`src/rtl/pipe_ctrl_pkg.sv`:
```
// Shared types for the pipeline sequencing controller: FSM state encodings,
// the decoded control bundle, and the RUN-state decode helpers.
package pipe_ctrl_pkg;

  typedef enum logic [1:0] {
    PCTRL_RUN      = 2'd0,
    PCTRL_EX_HOLD  = 2'd1,
    PCTRL_BUS_WAIT = 2'd2,
    PCTRL_REDIRECT = 2'd3
  } pctrl_state_e;

  localparam logic [31:0] INST_NOP = 32'h0000_0013;

  typedef struct packed {
    logic        jump_en;
    logic [31:0] jump_addr;
    logic        hold_pc;
    logic        hold_if_id;
    logic        hold_id_ex;
    logic        flush_if_id;
    logic        flush_id_ex;
    logic        timeout;
  } pctrl_out_t;

  // RUN priority: direct jump, deferred jump, EX hold, bus wait, idle.
  function automatic pctrl_state_e pctrl_run_next(input logic jump, input logic bus,
                                                  input logic hold);
    pctrl_state_e s;
    if (jump && !bus) s = PCTRL_RUN;
    else if (jump)    s = PCTRL_REDIRECT;
    else if (hold)    s = PCTRL_EX_HOLD;
    else if (bus)     s = PCTRL_BUS_WAIT;
    else              s = PCTRL_RUN;
    return s;
  endfunction

  function automatic pctrl_out_t pctrl_run_out(input logic jump, input logic [31:0] addr,
                                               input logic bus, input logic hold);
    pctrl_out_t o;
    o = '0;
    if (jump && !bus) begin
      o.jump_en     = 1'b1;
      o.jump_addr   = addr;
      o.flush_if_id = 1'b1;
      o.flush_id_ex = 1'b1;
    end else if (jump) begin
      o.hold_pc     = 1'b1;
      o.flush_if_id = 1'b1;
      o.flush_id_ex = 1'b1;
    end else if (hold || bus) begin
      o.hold_pc    = 1'b1;
      o.hold_if_id = 1'b1;
      o.hold_id_ex = 1'b1;
    end else begin
      o = '0;
    end
    return o;
  endfunction

endpackage

```
`src/rtl/pipe_ctrl_perf.sv`:
```
// Performance counters for pipe_ctrl: stall cycles (PC frozen) and issued
// redirects. Both are free-running 32-bit counters that wrap to 0.
module pipe_ctrl_perf (
  input  logic        clk,
  input  logic        rst_n,
  input  logic        i_stall,
  input  logic        i_redirect,
  output logic [31:0] o_stall_cnt,
  output logic [31:0] o_redirect_cnt
);

  logic [31:0] r_stall_cnt;
  logic [31:0] r_redirect_cnt;

  // Count stall and redirect cycles.
  always_ff @(posedge clk or negedge rst_n) begin
    if (!rst_n) begin
      r_stall_cnt    <= 32'd0;
      r_redirect_cnt <= 32'd0;
    end else begin
      if (i_stall)    r_stall_cnt    <= r_stall_cnt + 32'd1;
      if (i_redirect) r_redirect_cnt <= r_redirect_cnt + 32'd1;
    end
  end

  assign o_stall_cnt    = r_stall_cnt;
  assign o_redirect_cnt = r_redirect_cnt;

endmodule

```
`src/rtl/pipe_ctrl.sv`:
```
// Pipeline sequencing controller: PC redirect plus hold/flush of pc_reg, if_id
// and id_ex, with deferred redirects and an EX hold watchdog. Perf counters
// are built only when PIPE_CTRL_PERF_EN is defined.
module pipe_ctrl
  import pipe_ctrl_pkg::*;
#(
  parameter int HOLD_MAX = 64,
  parameter int CNT_W    = 8
) (
  input  logic        clk,
  input  logic        rst_n,
  input  logic        jump_en_i,
  input  logic [31:0] jump_addr_i,
  input  logic        hold_flag_i,
  input  logic        bus_hold_i,
  output logic        jump_en_o,
  output logic [31:0] jump_addr_o,
  output logic        hold_pc_o,
  output logic        hold_if_id_o,
  output logic        hold_id_ex_o,
  output logic        flush_if_id_o,
  output logic        flush_id_ex_o,
  output logic        hold_timeout_o,
  output logic [31:0] stall_cnt_o,
  output logic [31:0] redirect_cnt_o
);

  localparam logic [CNT_W-1:0] HCNT_LAST = CNT_W'(HOLD_MAX - 1);
  localparam logic [CNT_W-1:0] HCNT_ONE  = CNT_W'(1);

  pctrl_state_e     r_state, w_state_nxt;
  logic [31:0]      r_pend_addr, w_pend_nxt;
  logic [CNT_W-1:0] r_hcnt, w_hcnt_nxt;
  logic             w_as_run;
  pctrl_out_t       w_out;

  // State, pending redirect target and watchdog count.
  always_ff @(posedge clk or negedge rst_n) begin
    if (!rst_n) begin
      r_state     <= PCTRL_RUN;
      r_pend_addr <= 32'd0;
      r_hcnt      <= '0;
    end else begin
      r_state     <= w_state_nxt;
      r_pend_addr <= w_pend_nxt;
      r_hcnt      <= w_hcnt_nxt;
    end
  end

  // EX_HOLD without a hold request and BUS_WAIT with the bus free act as RUN.
  always_comb begin
    case (r_state)
      PCTRL_RUN:      w_as_run = 1'b1;
      PCTRL_EX_HOLD:  w_as_run = !hold_flag_i;
      PCTRL_BUS_WAIT: w_as_run = !bus_hold_i;
      PCTRL_REDIRECT: w_as_run = 1'b0;
      default:        w_as_run = 1'b1;
    endcase
  end

  // Next-state, pending-address and watchdog-count decode.
  always_comb begin
    w_state_nxt = r_state;
    w_pend_nxt  = r_pend_addr;
    w_hcnt_nxt  = r_hcnt;
    if (w_as_run) begin
      w_state_nxt = pctrl_run_next(jump_en_i, bus_hold_i, hold_flag_i);
      if (jump_en_i && bus_hold_i) w_pend_nxt = jump_addr_i;
      else if (!jump_en_i && hold_flag_i) w_hcnt_nxt = HCNT_ONE;
      else w_pend_nxt = r_pend_addr;
    end else begin
      case (r_state)
        PCTRL_EX_HOLD: begin
          if (r_hcnt == HCNT_LAST) begin
            w_state_nxt = PCTRL_RUN;
            w_hcnt_nxt  = '0;
          end else begin
            w_hcnt_nxt = r_hcnt + HCNT_ONE;
          end
        end
        PCTRL_BUS_WAIT: begin
          if (jump_en_i) begin
            w_pend_nxt  = jump_addr_i;
            w_state_nxt = PCTRL_REDIRECT;
          end else begin
            w_state_nxt = PCTRL_BUS_WAIT;
          end
        end
        PCTRL_REDIRECT: begin
          // The youngest redirect overwrites any older pending one.
          if (bus_hold_i && jump_en_i) w_pend_nxt = jump_addr_i;
          else if (!bus_hold_i) w_state_nxt = PCTRL_RUN;
          else w_pend_nxt = r_pend_addr;
        end
        default: w_state_nxt = PCTRL_RUN;
      endcase
    end
  end

  // Mealy output decode.
  always_comb begin
    w_out = '0;
    if (w_as_run) begin
      w_out = pctrl_run_out(jump_en_i, jump_addr_i, bus_hold_i, hold_flag_i);
    end else begin
      case (r_state)
        PCTRL_EX_HOLD: begin
          if (r_hcnt == HCNT_LAST) begin
            w_out.timeout     = 1'b1;
            w_out.flush_id_ex = 1'b1;
          end else begin
            w_out.hold_pc    = 1'b1;
            w_out.hold_if_id = 1'b1;
            w_out.hold_id_ex = 1'b1;
          end
        end
        PCTRL_BUS_WAIT: begin
          w_out.hold_pc     = 1'b1;
          w_out.hold_if_id  = 1'b1;
          w_out.hold_id_ex  = 1'b1;
          w_out.flush_if_id = jump_en_i;
          w_out.flush_id_ex = jump_en_i;
        end
        PCTRL_REDIRECT: begin
          w_out.flush_if_id = 1'b1;
          w_out.flush_id_ex = 1'b1;
          if (bus_hold_i) begin
            w_out.hold_pc = 1'b1;
          end else begin
            w_out.jump_en   = 1'b1;
            w_out.jump_addr = r_pend_addr;
          end
        end
        default: w_out = '0;
      endcase
    end
  end

  // Outputs are forced quiet during reset; a flush overrides a hold on the same register.
  assign jump_en_o      = rst_n & w_out.jump_en;
  assign jump_addr_o    = rst_n ? w_out.jump_addr : 32'd0;
  assign hold_pc_o      = rst_n & w_out.hold_pc;
  assign hold_if_id_o   = rst_n & w_out.hold_if_id & ~w_out.flush_if_id;
  assign hold_id_ex_o   = rst_n & w_out.hold_id_ex & ~w_out.flush_id_ex;
  assign flush_if_id_o  = rst_n & w_out.flush_if_id;
  assign flush_id_ex_o  = rst_n & w_out.flush_id_ex;
  assign hold_timeout_o = rst_n & w_out.timeout;

`ifdef PIPE_CTRL_PERF_EN
  pipe_ctrl_perf u_perf (
    .clk           (clk),
    .rst_n         (rst_n),
    .i_stall       (hold_pc_o),
    .i_redirect    (jump_en_o),
    .o_stall_cnt   (stall_cnt_o),
    .o_redirect_cnt(redirect_cnt_o)
  );
`else
  assign stall_cnt_o    = 32'd0;
  assign redirect_cnt_o = 32'd0;
`endif

endmodule

```
`config.mk`:
```
export PLATFORM = sky130hd
export DESIGN_NAME = pipe_ctrl
export DESIGN_NICKNAME = d
export VERILOG_FILES = /design/src/rtl/pipe_ctrl_pkg.sv /design/src/rtl/pipe_ctrl_perf.sv /design/src/rtl/pipe_ctrl.sv
export SDC_FILE = /design/constraint.sdc
export NUM_CORES = 1
export LEC_CHECK = 0
export ABC_AREA = 1
export CAP_MARGIN = 40
export CORE_AREA = 2 2 127 129
export CTS_BUF_LIST = sky130_fd_sc_hd__clkbuf_16
export CTS_CLUSTER_SIZE = 28
export DETAILED_ROUTE_END_ITERATION = 6
export DIE_AREA = 0 0 129 131
export SYNTH_ARGS = -nofsm -noshare
export SYNTH_HDL_FRONTEND = slang
export SYNTH_SLANG_ARGS = --single-unit
```
`constraint.sdc`:
```
create_clock -name clk -period 4.2 [get_ports clk]
set_clock_uncertainty 0.1 [all_clocks]
set_input_delay 0.42 -clock clk [delete_from_list [all_inputs] [get_ports clk]]
set_output_delay 0.42 -clock clk [all_outputs]
set_load 0.1 [all_outputs]
```
==> reports/qor.txt <==
Cell family with most CP delay: buffers and inverters
Drt drc: 0
PwrDens: 629.6 nW/um2
Switching share of power: 0.5813
Max Cap Viol: 0
NumNets Final: 849
Syn Inst Count: 773
Total GRT Usage: 0.1556
Buf/Inv on CP: 3
DR WL/cell: 12.73 um
Placed insts: 1016
Final period utilization: 0.7560
Die ar.: 16900 um2
Critical Path End: jump_addr_o[0]
Synth warnings: 0
I/O Buffers: 75
Slew of the pin with the lowest slew margin: 0.7103 ns
PostCTS Resize Cnt: 0
Hpwl dp: 8082 um
Starting Density: 0.2935
Top post-synthesis cells by count: nand2_1 (367), nand3_1 (79), buf_4 (74)
Max-slew headroom: 0.5265
Avg Cell Area, Syn: 5.923 um2
Max FO, Critical Path: 35
Register area: 1051 um2
EDFF count, synth: 0
Root Buffer Master: clkbuf_16
Vias after detailed routing: 4742
Area grow syn2layout: 23.64%
Clk Latency, worst-skew pair: 0.28 ns
Outcome: complete, no violations
NetSw: 2.072 mW
Worst setup EP type: output pin
Hold crit path type: primary input to async pin
Critical Path Source: r_state[1]
Post-Route WL: 13030 um
Worst VDD drop: 0.3216 mV
Register area share after synthesis: 0.2296
Total number of cells along the worst setup path: 8
Slowest stage delay, CP: 0.44 ns
Fmax: 314.9 MHz
Hold Violations, Final: 0
Fin crit period: 3.175 ns
FILL cells: 1678
RSZ-0062 raised after global routing: no
Ys flop type: dfrtp_1
Setup TNS: 0 ns
Internal: 1.492 mW
Pin count of the biggest net entering global routing: 76
Critical path class: register to output pin
Row cnt: 46
Critical path cell sequence: inv_1 -> ha_1 -> nand2_1 -> nand3_4 -> buf_4 -> nand4_1 -> a21oi_1 -> buf_12
Vias in the first global route: 4310
Worst reg2reg startpoint: r_state[1]
CTS tree: done
Layout cell share with drive strength beyond 1: 0.09046
Inserted Diodes: 0
Die H: 131 um
Crit path arrival time: 2.66 ns
Clock share of power: 0.104
Total CTS buffers: 5
H-tree depth: 2
Pre-antenna DRT Iters: 4
Clock slew seen by the registers of the worst setup and hold paths: 0.06 ns
Clock sinks: 42
GRT overflow: 0
Post-CTS Setup Bufs: 0
LEAKAGE: 2.865 nW
Sequential share of power: 0.211
Comb pwr share: 0.686
Top cell type's share of synthesized area: 0.3009
Hold buffers post-CTS: 0
Yosys cell types: 24
Gp weighted congestion: 0.7819
Final setup viols: 0
First-pass GRT wire length: 21700 um
Clk buf depth: 2
CP Data Required Time: 3.68 ns
Final std cells w/o fill: 1023
Area of the multi-input gates: 2872 um2
Antenna violations before repair: 0
Worst r2r path cells: 9
Core footprint: 15600 um2
Die Wd: 129 um
Fin. max-slew vios: 0
Area leader, netlist: nand2_1
Synthesized flop and latch total: 42
Vias per cell: 4.635
End of the worst register-to-register path: r_pend_addr[11]
Initial DRC count: 282
Synth Cell Area: 4578 um2
CP max stage cell: buf_4
CP Launch Type: register
Worst reg2reg setup slack: 1.41 ns
Post-synth ARST share: 1.000
Most frequent cell after synthesis: nand2_1
# IOs: 140
Top post-synthesis cells by area: nand2_1 (30%), dfrtp_1 (23%), buf_4 (12%)
ANT nets after route: 0
==> per-layer routing <==
layer	part of all wire	up-vias	wire [um]	GRT usage
met2	0.46	161	6052	0.2577
met1	0.48	2125	6223	0.2154
met5	0	-	0	0
li1	-	2448	-	-
met3	0.052	8	683	0.01832
met4	0.0051	0	67	0.04156
==> layout make-up <==
class | count | share of cell area
Timing Repair Buffer | 88 | 0.2206
Multi-Input combinational cell | 648 | 0.5073
Sequential cell | 42 | 0.1857
Inverter | 22 | 0.01459
Tap cell | 216 | 0.04775
Clock inverter | 2 | 0.001989
Clock buffer | 5 | 0.02210
==> stage by stage <==
| stage | cell area, um2 | setup WS (ns) | total power [mW] | utilization | hold WS, ns |
|---|---|---|---|---|---|
| after detailed placement | 5524 | 1.153 | 3.222 | 0.3542 | 0.3952 |
| after CTS | 5660 | 0.9885 | 3.601 | 0.3629 | 0.1697 |
| after floorplan | 4815 | 0.8609 | 2.761 | - | 0.02441 |
| final | 5660 | 1.025 | 3.564 | 0.3629 | 0.1454 |
| after global placement | 5524 | 1.251 | 3.192 | 0.3542 | 0.3954 |
| after global routing | 5660 | 0.7686 | 3.914 | 0.3629 | 0.1923 |
==> worst min-delay path by stage <==
stage / endpoint / depth (start not counted)
floorplan: r_hcnt[0] / 0
global placement: r_hcnt[1] / 2
detailed placement: r_hcnt[1] / 2
CTS: r_pend_addr[16] / 2
global route: r_pend_addr[16] / 2
finish: r_pend_addr[16] / 2
==> state kept, by name, indices dropped and copies added, names as in the netlist <==
signal / cells
r_pend_addr: 32
r_hcnt: 8
r_state: 2
==> cell usage in the layout (no fill, tap or decap), types with 2 or more instances in the layout <==
master,instances
nor2_1,15
inv_1,19
buf_4,11
xor2_1,3
a21oi_4,2
o21ai_0,3
buf_12,41
buf_2,3
clkbuf_16,5
conb_1,64
dfrtp_1,42
ha_1,4
nand4_1,65
o21ai_1,3
nand2_2,2
clkdlybuf4s50_1,33
nand2_1,367
nand3_1,79
inv_2,4
a21oi_1,36
==> cells by family after synthesis <==
family	share of synthesized area
and+or+nand+nor	0.4999
buffers and inverters	0.1954
AOI/OAI and AO/OA	0.05302
DFF	0.2296
adders and majority gates	0.01366
xor gates and xnor gates	0.007654
other	0.0008191
==> power groups by stage <==
| stage | sequential [mW] | clock (mW) | combinational, mW |
|---|---|---|---|
| floorplan | 0.704 | 0 | 2.06 |
| global placement | 0.755 | 0 | 2.44 |
| detailed placement | 0.753 | 0 | 2.47 |
| CTS | 0.749 | 0.382 | 2.47 |
| global route | 0.778 | 0.401 | 2.74 |
| finish | 0.751 | 0.369 | 2.44 |
Note: power is estimated with default switching activity, not from simulation.
